## config.mk

```make
export PLATFORM = sky130hd
export DESIGN_NAME = vector_mem_sequencer
export DESIGN_NICKNAME = d
export VERILOG_FILES = /design/src/rtl/vector_mem_sequencer.sv
export SDC_FILE = /design/constraint.sdc
export NUM_CORES = 1
export LEC_CHECK = 0
export BUFFER_PORTS_ARGS = -buffer_cell sky130_fd_sc_hd__buf_2
export CAP_MARGIN = 40
export CORE_ASPECT_RATIO = 2
export CORE_MARGIN = 1
export CORE_UTILIZATION = 36
export CTS_CLUSTER_SIZE = 16
export DETAILED_ROUTE_END_ITERATION = 6
export SYNTH_ARGS = -nofsm -noshare
export SYNTH_HDL_FRONTEND = slang
export SYNTH_SLANG_ARGS = --single-unit
```

## constraint.sdc

```tcl
create_clock -name clk -period 7.41 [get_ports clk]
set_clock_uncertainty 0.1 [all_clocks]
set_input_delay 1.1115 -clock clk [delete_from_list [all_inputs] [get_ports clk]]
set_output_delay 1.1115 -clock clk [all_outputs]
set_load 0.01 [all_outputs]
```

## src/rtl/vector_mem_sequencer.sv

```systemverilog
// Memory-access stage: scalar byte (LB/SB) and multi-lane vector (LVI/SVI) transfers
// against a single-port byte-wide memory, one lane per cycle, with a pipeline stall.
`timescale 1ns/1ps

module vector_mem_sequencer #(
    parameter int LANES  = 4,
    parameter int DATA_W = 8,
    parameter int ADDR_W = 32
) (
    input  logic                      clk,
    input  logic                      rst,
    input  logic                      start,
    input  logic                      vector_mem,
    input  logic                      mem_write,
    input  logic                      mem_to_reg,
    input  logic [ADDR_W-1:0]         base_addr,
    input  logic [LANES*DATA_W-1:0]   wdata,
    output logic                      busy,
    output logic                      done,
    output logic [LANES*DATA_W-1:0]   rdata,
    output logic [ADDR_W-1:0]         mem_addr,
    output logic                      mem_we,
    output logic                      mem_re,
    output logic [DATA_W-1:0]         mem_wdata,
    input  logic [DATA_W-1:0]         mem_rdata
);

    localparam int K_W   = (LANES > 1) ? $clog2(LANES) : 1;
    localparam int BUS_W = LANES * DATA_W;

    typedef enum logic [2:0] {IDLE, STORE, LOAD, DRAIN, DONE} state_t;

    state_t              state_q, state_d;
    logic [K_W-1:0]      k_q, k_d;
    logic                vec_q, vec_d;
    logic [ADDR_W-1:0]   base_q, base_d;
    logic [BUS_W-1:0]    wbuf_q, wbuf_d;
    logic [BUS_W-1:0]    buf_q, buf_d;
    logic [BUS_W-1:0]    rdata_q, rdata_d;
    logic                busy_q, busy_d;
    logic                done_q, done_d;
    logic                mem_we_q, mem_we_d;
    logic                mem_re_q, mem_re_d;
    logic [ADDR_W-1:0]   mem_addr_q, mem_addr_d;
    logic [DATA_W-1:0]   mem_wdata_q, mem_wdata_d;

    logic [K_W-1:0]      last_k;
    logic [K_W-1:0]      k_next;

    assign last_k = vec_q ? K_W'(LANES - 1) : '0;
    assign k_next = k_q + K_W'(1);

    always_comb begin
        // NOTE: every variable gets its default before the case so no path infers a latch.
        state_d     = state_q;
        k_d         = k_q;
        vec_d       = vec_q;
        base_d      = base_q;
        wbuf_d      = wbuf_q;
        buf_d       = buf_q;
        rdata_d     = rdata_q;
        busy_d      = busy_q;
        done_d      = 1'b0;
        mem_we_d    = 1'b0;
        mem_re_d    = 1'b0;
        mem_addr_d  = mem_addr_q;
        mem_wdata_d = mem_wdata_q;

        case (state_q)
            IDLE: begin
                busy_d = 1'b0;
                if (start && (mem_write || mem_to_reg)) begin
                    vec_d      = vector_mem;
                    base_d     = base_addr;
                    wbuf_d     = wdata;
                    buf_d      = '0;
                    k_d        = '0;
                    busy_d     = 1'b1;
                    mem_addr_d = base_addr;
                    if (mem_write) begin
                        state_d     = STORE;
                        mem_we_d    = 1'b1;
                        mem_wdata_d = wdata[DATA_W-1:0];
                    end else begin
                        state_d  = LOAD;
                        mem_re_d = 1'b1;
                    end
                end
            end
            STORE: begin
                if (k_q == last_k) begin
                    state_d = DONE;
                    done_d  = 1'b1;
                end else begin
                    k_d         = k_next;
                    mem_we_d    = 1'b1;
                    mem_addr_d  = base_q + ADDR_W'(k_next);
                    mem_wdata_d = wbuf_q[int'(k_next)*DATA_W +: DATA_W];
                end
            end
            LOAD: begin
                // Read data trails the request by one cycle, so this cycle returns lane k-1.
                if (k_q != '0) begin
                    buf_d[(int'(k_q) - 1)*DATA_W +: DATA_W] = mem_rdata;
                end
                if (k_q == last_k) begin
                    state_d = DRAIN;
                end else begin
                    k_d        = k_next;
                    mem_re_d   = 1'b1;
                    mem_addr_d = base_q + ADDR_W'(k_next);
                end
            end
            DRAIN: begin
                buf_d[int'(k_q)*DATA_W +: DATA_W] = mem_rdata;
                rdata_d = vec_q ? buf_d : BUS_W'(buf_d[DATA_W-1:0]);
                state_d = DONE;
                done_d  = 1'b1;
            end
            DONE: begin
                state_d = IDLE;
                busy_d  = 1'b0;
            end
            default: begin
                state_d = IDLE;
                busy_d  = 1'b0;
            end
        endcase
    end

    always_ff @(posedge clk or posedge rst) begin
        if (rst) begin
            state_q     <= IDLE;
            k_q         <= '0;
            vec_q       <= 1'b0;
            base_q      <= '0;
            wbuf_q      <= '0;
            buf_q       <= '0;
            rdata_q     <= '0;
            busy_q      <= 1'b0;
            done_q      <= 1'b0;
            mem_we_q    <= 1'b0;
            mem_re_q    <= 1'b0;
            mem_addr_q  <= '0;
            mem_wdata_q <= '0;
        end else begin
            // NOTE: non-blocking updates so every flop samples the pre-edge values.
            state_q     <= state_d;
            k_q         <= k_d;
            vec_q       <= vec_d;
            base_q      <= base_d;
            wbuf_q      <= wbuf_d;
            buf_q       <= buf_d;
            rdata_q     <= rdata_d;
            busy_q      <= busy_d;
            done_q      <= done_d;
            mem_we_q    <= mem_we_d;
            mem_re_q    <= mem_re_d;
            mem_addr_q  <= mem_addr_d;
            mem_wdata_q <= mem_wdata_d;
        end
    end

    assign busy      = busy_q;
    assign done      = done_q;
    assign rdata     = rdata_q;
    assign mem_addr  = mem_addr_q;
    assign mem_we    = mem_we_q;
    assign mem_re    = mem_re_q;
    assign mem_wdata = mem_wdata_q;

endmodule

```

* After elaboration in Yosys (flattened, before gate mapping) *
Index checks and enable logic that the tools add are counted.

storage, ports and cells
  flip-flop bits (word level) = 178
  logic and storage cells = 81
  bits of input ports = 78
  ROM bits = 0
  memories = 0
  latch bits = 0
  output and inout port bits = 76
  RAM bits = 0

operators by class
  order comparisons = 0
  reduce and logical (&&, ||, !) cells = 14
  equal/unequal tests = 11
  div/mod/pow operators = 0
  multiply operators = 0
  multiplexer cells = 33
  $add $sub $neg = 5
  shifts and indexed selects = 5
  bitwise operators = 0

operators by type and width
  kind                                                                     number
  32-bit two-way mux                                                       5
  32-bit one-hot mux with 3 select lines                                   1
  8-bit by 33-bit variable shift with 32-bit output, first input constant  2
  8-bit by 33-bit variable part select with 32-bit output                  2
  32-bit bitwise mux                                                       2
  32-bit one-hot mux with 2 select lines                                   1
  5-bit negation with 33-bit output                                        1
  6-bit negation with 33-bit output                                        1
  32-bit by 2-bit adder with 32-bit output                                 1
  32-bit by 6-bit variable part select with 8-bit output                   1
  8-bit two-way mux                                                        3
  8-bit one-hot mux with 2 select lines                                    1
  2-bit != test, second input constant                                     7
  3-bit one-hot mux with 4 select lines                                    1
  3-bit two-way mux                                                        3
  3-bit AND reduction                                                      3
  2-bit two-way mux                                                        4
  1-bit one-hot mux with 2 select lines                                    4
  1-bit two-way mux                                                        7
  3-bit by 2-bit == test with 1-bit output, second input constant          2
  2-bit nonzero test                                                       3
  2-bit one-hot mux with 2 select lines                                    1
  4-bit AND reduction                                                      1
  3-bit by 1-bit == test with 1-bit output, second input constant          1
  10 further kinds                                                         10

* Logic depth before layout (Yosys ltp) *
Gate-level depths: netlist (run 1).

  depth in word-level cells = 6
  gate-level depth with buffers = 11
  depth with buffers taken out = 8

* Least setup slack after synthesis (run 1) *
No wires, ideal clock.

  path kind = register to register
  start = register k_q[0]
  end = register mem_wdata_q[0] (netlist: mem_wdata[0])
  data required time = 7,185 ps
  path buffers = 3
  setup slack = 4,736 ps
  library setup time = 125 ps
  cell stages (with the launch flop) = 9
  data arrival time = 2,449 ps
  period minus slack after synthesis = 2,674 ps
  path through = dfrtp_1 buf_6 buf_6 inv_1 ha_1 clkbuf_1 mux4_2 mux2_2 mux2_2

between the ends
  word-level cells in the longest chain between the ends = 4
  elaborated cells between the ends (all ways) = 7
  those cells by class = 1 x add/sub; 2 x eq/ne; 1 x shift; 2 x mux; 1 x reduce/logical

RTL lines
  element                                                 line  text
  from (decl)                                             34    logic [K_W-1:0] k_q, k_d;
  from (signal assigned)                                  149   k_q <= k_d;
  2-bit by 1-bit adder with 2-bit output                  51    assign k_next = k_q + K_W'(1);
  32-bit by 6-bit variable part select with 8-bit output  98    mem_wdata_d = wbuf_q[int'(k_next)*DATA_W +: DATA_W];
  8-bit two-way mux                                       91    if (k_q == last_k) begin
  8-bit one-hot mux with 2 select lines                   69    case (state_q)
  to (signal assigned)                                    160   mem_wdata_q <= mem_wdata_d;
  to (decl)                                               45    logic [DATA_W-1:0] mem_wdata_q, mem_wdata_d;

Several ways; a longest one is shown, not always the timed one. The select of a mux whose other input is x is not followed.
A chain may end at the register's enable or synchronous reset.

* Worst setup path after layout (run 1) *
  start = register k_q[0]
  end = register mem_addr_q[24] (netlist: mem_addr[24])

between the ends
  word-level cells in the longest chain between the ends = 4
  elaborated cells between the ends (all ways) = 7
  those cells by class = 2 x add/sub; 2 x eq/ne; 2 x mux; 1 x reduce/logical

RTL lines
  element                                   line     text
  2-bit by 1-bit adder with 2-bit output    51
  32-bit by 2-bit adder with 32-bit output  97, 111
  32-bit two-way mux                        91, 106
  32-bit one-hot mux with 2 select lines    69
  to (signal assigned)                      159      mem_addr_q <= mem_addr_d;
  to (decl)                                 44       logic [ADDR_W-1:0] mem_addr_q, mem_addr_d;

Several ways; a longest one is shown, not always the timed one. The select of a mux whose other input is x is not followed.

==> results of run 1 <==
## worst paths after layout
kind	to	slack (ns)
max	mem_addr[24]	3.71
max reg2reg	mem_addr[24]	3.71
max in group asynchronous	wbuf_q[27]	5.43
min reg2reg	rdata[4]	0.38
min	rdata[4]	0.38
min in group asynchronous	rdata[7]	0.61
## through the flow
step           total power, uW  hold slack, ns  instance area (sq um)  utilization, %  setup slack (ns)
5_1_grt                   4530           0.402                  10400            43.3              3.39
3_3_place_gp              3290           0.354                   9670            40.4              3.43
3_5_place_dp              3380           0.362                   9770            40.9              3.64
6_report                  4230           0.377                  10400            43.3              3.71
4_1_cts                   4300           0.380                  10400            43.3              3.65
2_1_floorplan             2820           0.340                   8780               -              1.37
## flip-flops by register name, summed over array words and instances (netlist names)
name and flops:
mem_re 1, done 1, k_q 2, wbuf_q 32, vec_q 1, mem_wdata 8
mem_we 1, state_q 3, rdata 32, buf_q 32, mem_addr 32, busy 1
base_q 32
## cell families (layout without fill, tap and decap cells)
kind of cell,after synthesis,count (layout),share of synthesized area (%)
and+or+nand+nor,399,399,21.3
AOI/OAI and AO/OA,188,188,14.5
DFF,178,178,50.7
buffers and inverters,63,205,3.69
muxes,34,34,5.24
xor gates and xnor gates,31,31,3.09
adders and majority gates,10,10,1.51
## power breakdown
| part | leakage (uW) | switching, uW | total (uW) | internal [uW] |
|---|---|---|---|---|
| logic | 0.00237 | 1060 | 1730 | 669 |
| registers | 0.00231 | 287 | 1600 | 1310 |
| clock network | 0.000290 | 451 | 906 | 455 |
## metal layers
| layer | GRT usage [%] | vias to the layer above |
|---|---|---|
| met5 | 0 | - |
| met4 | 10.9 | 4 |
| met3 | 4.32 | 46 |
| met2 | 37.9 | 196 |
| met1 | 21.9 | 3371 |
| li1 | - | 3360 |
## Yosys cell counts, types with 9 or more instances
cell / instances
nor2_1: 33
nor2b_1: 35
buf_2: 14
xor2_1: 25
dfrtp_1: 178
mux2_2: 16
o211ai_1: 12
a22o_1: 29
o21ai_0: 29
nand4_1: 11
a21oi_1: 64
nand2b_1: 10
o21ai_1: 10
mux2i_1: 10
nand3_1: 22
nand2_1: 252
o2bb2ai_1: 17
ha_1: 9
clkbuf_1: 25
## layout make-up
class / instances / share of cell area, %
clock buffers: 17 / 4.11
clock inverters: 15 / 1.56
inverters: 8 / 0.338
multi-input cells: 662 / 38.7
flip-flops and latches: 178 / 43.0
well taps: 287 / 3.47
repair buffers: 165 / 8.79
## tightest hold or removal path: stages (launching register included)
cell     delay [ns]
dfrtp_1        0.34
nand2_1        0.04
o21ai_0        0.06
==> flow_summary.ini, run 1 <==
[critical_path]
path_class = flip-flop to flip-flop
critPathBufInv = 2
cpLargestDelayFamily = adder cells
startpoint = k_q[0]
worstSetupEndpointType = flip-flop
required_ns = 7.67
reg2regPathDepth = 9
critPathMaxStageDelay_ns = 0.82
worstPathCellList = buf_8 -> inv_1 -> ha_1 -> fa_1 -> nand3_2 -> nor4_2 -> nand4_1 -> xor2_1 -> o211ai_1
cp_max_fo = 18
reg2reg_from = k_q[0]
worst-path-stages = 9
critPathSlowestCell = ha_1
startpoint_type = flip-flop
arrival_ns = 3.96

[route]
wl_met3_mm = 1.00
wl_per_cell_um = 18.6
wl_met2_mm = 13.7
drtIter0Drc = 263
drt_wl_total_mm = 24.7
num_vias = 6977
post-route-drc-count = 0
highest_layer = met5
dr.pass1.iters = 7
viasPerCell = 5.24
ant_nets = 0
met1_length_mm = 8.87

[power_and_ir_drop]
vdd_drop_max_mv = 0.193
pwr_density_cell_nw_per_um2 = 409
leakagePower_uw = 0.00497

[sta]
rsz0062_at_grt = no
fin_crit_ns = 3.70
slew_headroom_pct = 47.3
tightest_slew_ns = 0.791
hold_violations = 0
slew_viol_final = 0
fin_crit_sh_pct = 49.9
fmax_mhz = 270
tns_ns = 0
finalSetupViolations = 0

[min_path]
hp-class = flip-flop to flip-flop
hold_depth = 2
min_from = rdata[4]

[yosys]
synth_top_flop_cell = dfrtp_1
synth_top_area_share_pct = 50.7
synth.ff_latch_count = 178
synth_cells = 903
synth_area_per_cell_sq_um = 9.73
syn_nets = 991
synth_largest_area_cell = dfrtp_1
synth_edf_count = 0
ys_types = 58
async_flop_share_pct = 100
ys_seq_area_share_pct = 50.7
netlist_area_sq_um = 8780
yosysWarnings = 0
synth_area_leaders = dfrtp_1 (51%), nand2_1 (11%), a21oi_1 (3.6%)

[cells_and_area]
multi_input_area_sq_um = 4010
final_cells = 1332
seqCellArea_sq_um = 4450
num-nets-final = 1120
final_common_cell = nand2_1
area_growth_pct = 17.9
n_antenna_cell = 0
n_fill_cell = 2323
final_cell_mix = nand2_1 (252), dfrtp_1 (178), buf_2 (153)
drive_above_1_share_pct = 23.8

[cts]
cts_tree = built
cts_made_buffers = 17
cts-root-buf = clkbuf_16
cts_sinks = 178
path_clk_slew_ns = 0.08
htree_levels = 4
insertion_delay_ns = 0.45
clk_path_buf_depth = 2
cts_resized = 0
postCtsHoldBufs = 0
post_cts_buffers = 0

[floorplanning]
start_util_pct = 36.7
dieHeight_um = 223
die_w_um = 112
row_count = 80
ios = 154
die_area_sq_um = 25100
core_area_sq_um = 23900

[grt]
grt_max_degree = 72
grt_pass1_wl_mm = 38.9
antenna_found_initial = 2
grt_pass1_vias = 6977
grt_overflow = 0
grt_use_total_pct = 20.7

[place]
port_buffers = 153
post-place-cells = 1300
dp_hpwl_mm = 18.2
gp_congestion = 0.811

[flow_run]
cap_violations = 0

[status]
run_status = complete, no violations
No activity file was read; power rests on OpenSTA's default activity.
==> run 2: changes to the inputs <==
- clock period: 7.41 -> 3.6 ns (I/O delays scaled with it)
==> flow_summary.ini, run 2 (synthesized netlist as in run 1, its figures left out) <==
[grt]
antenna_found_initial = 0
grt_pass1_wl_mm = 39.7
grt_pass1_vias = 7214
grt_max_degree = 117
grt_overflow = 0
grt_use_total_pct = 20.9

[sta]
rsz0062_at_grt = no
tns_ns = 0
finalSetupViolations = 0
holdWs_ns = 0.103
fmax_mhz = 343
slew_headroom_pct = 46.8
slew_viol_final = 0
fin_crit_sh_pct = 81.0
hold_violations = 0
fin_crit_ns = 2.92
tightest_slew_ns = 0.797

[place]
port_buffers = 153
post-place-cells = 1303
dp_hpwl_mm = 17.9
placed_cell_area_sq_um = 9760
gp_congestion = 0.825

[route]
num_vias = 6991
drtIter0Drc = 275
drt_wl_total_mm = 24.7
wl_per_cell_um = 18.5
ant_nets = 0
viasPerCell = 5.24
post-route-drc-count = 0
dr.pass1.iters = 5

[cells_and_area]
final_common_cell = nand2_1
area_growth_pct = 17.5
drive_above_1_share_pct = 23.8
n_antenna_cell = 0
final_cells = 1334
final_cell_area_sq_um = 10300
fin_util_pct = 43.1
num-nets-final = 1123
final_cell_mix = nand2_1 (252), dfrtp_1 (178), buf_2 (153)

[critical_path]
worstSetupEndpointType = flip-flop
required_ns = 3.87
startpoint_type = flip-flop
path_class = flip-flop to flip-flop
arrival_ns = 3.18
cp_max_fo = 11

[cts]
path_clk_slew_ns = 0.07
postCtsHoldBufs = 0
clk_path_buf_depth = 2
cts_resized = 0
cts_tree = built
cts-root-buf = clkbuf_16
post_cts_buffers = 0
insertion_delay_ns = 0.45
cts_made_buffers = 17
htree_levels = 4
cts_sinks = 178

[power_and_ir_drop]
leakagePower_uw = 0.00493
pwr_density_cell_nw_per_um2 = 836
vdd_drop_max_mv = 0.397

[status]
run_status = complete, no violations

[floorplanning]
core_area_sq_um = 23900
start_util_pct = 36.7
row_count = 80
die_area_sq_um = 25100
dieHeight_um = 223
ios = 154
die_w_um = 112

[min_path]
hp-class = input port to asynchronous set/reset pin

[flow_run]
cap_violations = 0
## run 2: cell count changes in the layout (fill, tap and decap cells not counted), sizes merged
cell | previous run | this run
clkinvlp | 0 | 6
clkbuf | 17 | 20
bufinv | 0 | 1
inv | 19 | 9
buf | 165 | 168
clkinv | 4 | 3
## run 2: layout make-up
class / instances / area, sq um
well taps: 287 / 359
inverters: 8 / 33.8
fillers: 2361 / 13600
repair buffers: 168 / 903
flip-flops and latches: 178 / 4450
clock inverters: 11 / 108
clock buffers: 20 / 447
multi-input cells: 662 / 4010
## run 2: critical path, cell delays in order, from the launching register on
cell	delay, ns
dfrtp_1	0.45
inv_1	0.13
ha_1	0.58
fa_1	0.31
nand3_2	0.18
nor4_2	0.58
nand4_1	0.18
xor2_1	0.18
o211ai_1	0.16
## run 2: final timing paths
check	startpoint	end	slack [ns]	cells after the start
hold / removal	rst	done	0.10	3
setup / recovery	k_q[1]	mem_addr[24]	0.68	8
max in group asynchronous	rst	wbuf_q[1]	2.66	3
min in group clk	wdata[25]	wbuf_q[25]	0.18	3
hold reg to reg	wbuf_q[14]	wbuf_q[14]	0.37	2
setup reg to reg	k_q[1]	mem_addr[24]	0.68	8
## run 2: metal layers
metal	global-route usage (%)	share of wire, %	wire, um
met3	3.83	3.7	912
met2	37.5	54	13400
met1	23.0	38	9330
met4	11.6	4.3	1060
met5	0	0	0
## run 2: through the flow
stage | worst slack [ns] | total power [uW]
after floorplan | 0.679 | 5800
after global placement | 0.832 | 6840
after detailed placement | 0.697 | 6920
after CTS | 0.691 | 8750
after global routing | 0.422 | 9290
final | 0.684 | 8630
## run 2: report_power, final
group          total [uW]  switching [uW]  internal (uW)
Sequential           3270             567           2700
Combinational        3560            2200           1370
Clock                1800             828            971
Total                8630            3590           5040
==> run 3: changes to the inputs <==
- clock period: 3.6 -> 2.85 ns (I/O delays scaled with it)
==> flow_summary.ini, run 3 (synthesized netlist as in run 1, its figures left out) <==
[status]
run_status = complete, no violations

[grt]
grt_use_total_pct = 20.5
grt_pass1_wl_mm = 38.9
antenna_found_initial = 2
grt_max_degree = 102
grt_pass1_vias = 7195
grt_overflow = 0

[route]
drtIter0Drc = 292
ant_nets = 0
num_vias = 6996
wl_per_cell_um = 18.3
viasPerCell = 5.22
dr.pass1.iters = 4
drt_wl_total_mm = 24.4
post-route-drc-count = 0

[cells_and_area]
final_common_cell = nand2_1
num-nets-final = 1129
drive_above_1_share_pct = 24.0
final_cell_area_sq_um = 10400
fin_util_pct = 43.5
area_growth_pct = 18.4
n_antenna_cell = 0
seqCellArea_sq_um = 4450
final_cell_mix = nand2_1 (252), dfrtp_1 (178), buf_2 (153)
n_fill_cell = 2359
multi_input_area_sq_um = 4020

[floorplanning]
core_area_sq_um = 23900
die_area_sq_um = 25100
dieHeight_um = 223
die_w_um = 112
start_util_pct = 36.7
row_count = 80
ios = 154

[critical_path]
r2r_slack_ns = 0.25
crit_end = mem_addr[15]
arrival_ns = 2.85
startpoint = k_q[1]
path_class = flip-flop to flip-flop
timing.rr.end = mem_addr[15]
startpoint_type = flip-flop
reg2regPathDepth = 8
required_ns = 3.10
reg2reg_from = k_q[1]
worstSetupEndpointType = flip-flop
cp_max_fo = 7

[sta]
finalSetupViolations = 0
hold_violations = 0
rsz0062_at_grt = no
tightest_slew_ns = 0.893
tns_ns = 0
fmax_mhz = 384
slew_headroom_pct = 40.5
slew_viol_final = 0
setup_slack_ns = 0.245
holdWs_ns = 0.0755
fin_crit_ns = 2.60
fin_crit_sh_pct = 91.4

[cts]
insertion_delay_ns = 0.44
htree_levels = 4
cts_tree = built
cts-root-buf = clkbuf_16
path_clk_slew_ns = 0.07
cts_made_buffers = 17
clk_path_buf_depth = 2
cts_sinks = 178

[min_path]
min_from = wdata[14]
hp-class = input port to flip-flop
hold_depth = 3

[place]
gp_congestion = 0.818
port_buffers = 153
dp_hpwl_mm = 17.7
placed_cell_area_sq_um = 9830
post-place-ws_ns = 0.173

[power_and_ir_drop]
vdd_drop_max_mv = 0.655
leakagePower_uw = 0.00499
pwr_density_cell_nw_per_um2 = 1050

[flow_run]
cap_violations = 0
run 3: cell types whose count changed in the layout (fill, tap and decap cells not counted), sizes merged:
cell and change:
clkbuf +2, buf +5, clkinvlp -3, dlygate4sd3 +1, inv -2, clkinv +2
run 3: cell type report:
type	count	area share [%]
Tap cell	287	3.45
Timing Repair Buffer	174	9.38
Multi-Input combinational cell	662	38.7
Inverter	8	0.325
Sequential cell	178	42.8
Clock inverter	8	0.782
Clock buffer	22	4.56
run 3: worst min path at each step:
stage            endpoint  slack, ns
2_1_floorplan  wbuf_q[24]       0.34
3_3_place_gp   wbuf_q[15]       0.35
3_5_place_dp   wbuf_q[21]       0.36
4_1_cts        wbuf_q[14]       0.05
5_1_grt        wbuf_q[30]       0.07
6_report       wbuf_q[14]       0.08
run 3: where the power goes:
part	internal [uW]	total (uW)	switching (uW)	leakage, uW
sequential	3410	4090	682	0.00231
combinational	1770	4610	2830	0.00242
clock	1260	2260	999	0.000268
total	6450	11000	4510	0.00499
run 3: metal layers:
layer / GRT usage [%] / share of wire, %
met1: 21.8 / 37
met2: 37.3 / 55
met3: 4.46 / 3.7
met4: 11.3 / 4.5
met5: 0 / 0.065
run 3: through the flow:
step / total power (uW) / std cells
5_1_grt: 11800 / 1339
2_1_floorplan: 7330 / 903
3_5_place_dp: 8810 / 1308
4_1_cts: 11100 / 1339
6_report: 11000 / 1339
3_3_place_gp: 8690 / 1307
run 3: what timing repair did:
action,4_1_cts,5_1_grt
gates resized for setup,0,1
setup endpoints to repair,0,1
hold buffers,1,0
hold endpoints to repair,12,0
setup buffers,0,0
run 3: critical path, stage by stage, from the launching register on:
cell,delay [ns]
dfrtp_1,0.45
inv_1,0.13
ha_1,0.36
ha_1,0.32
a21oi_1,0.46
nor4_4,0.14
and3_1,0.20
o21a_1,0.16
o31ai_1,0.20
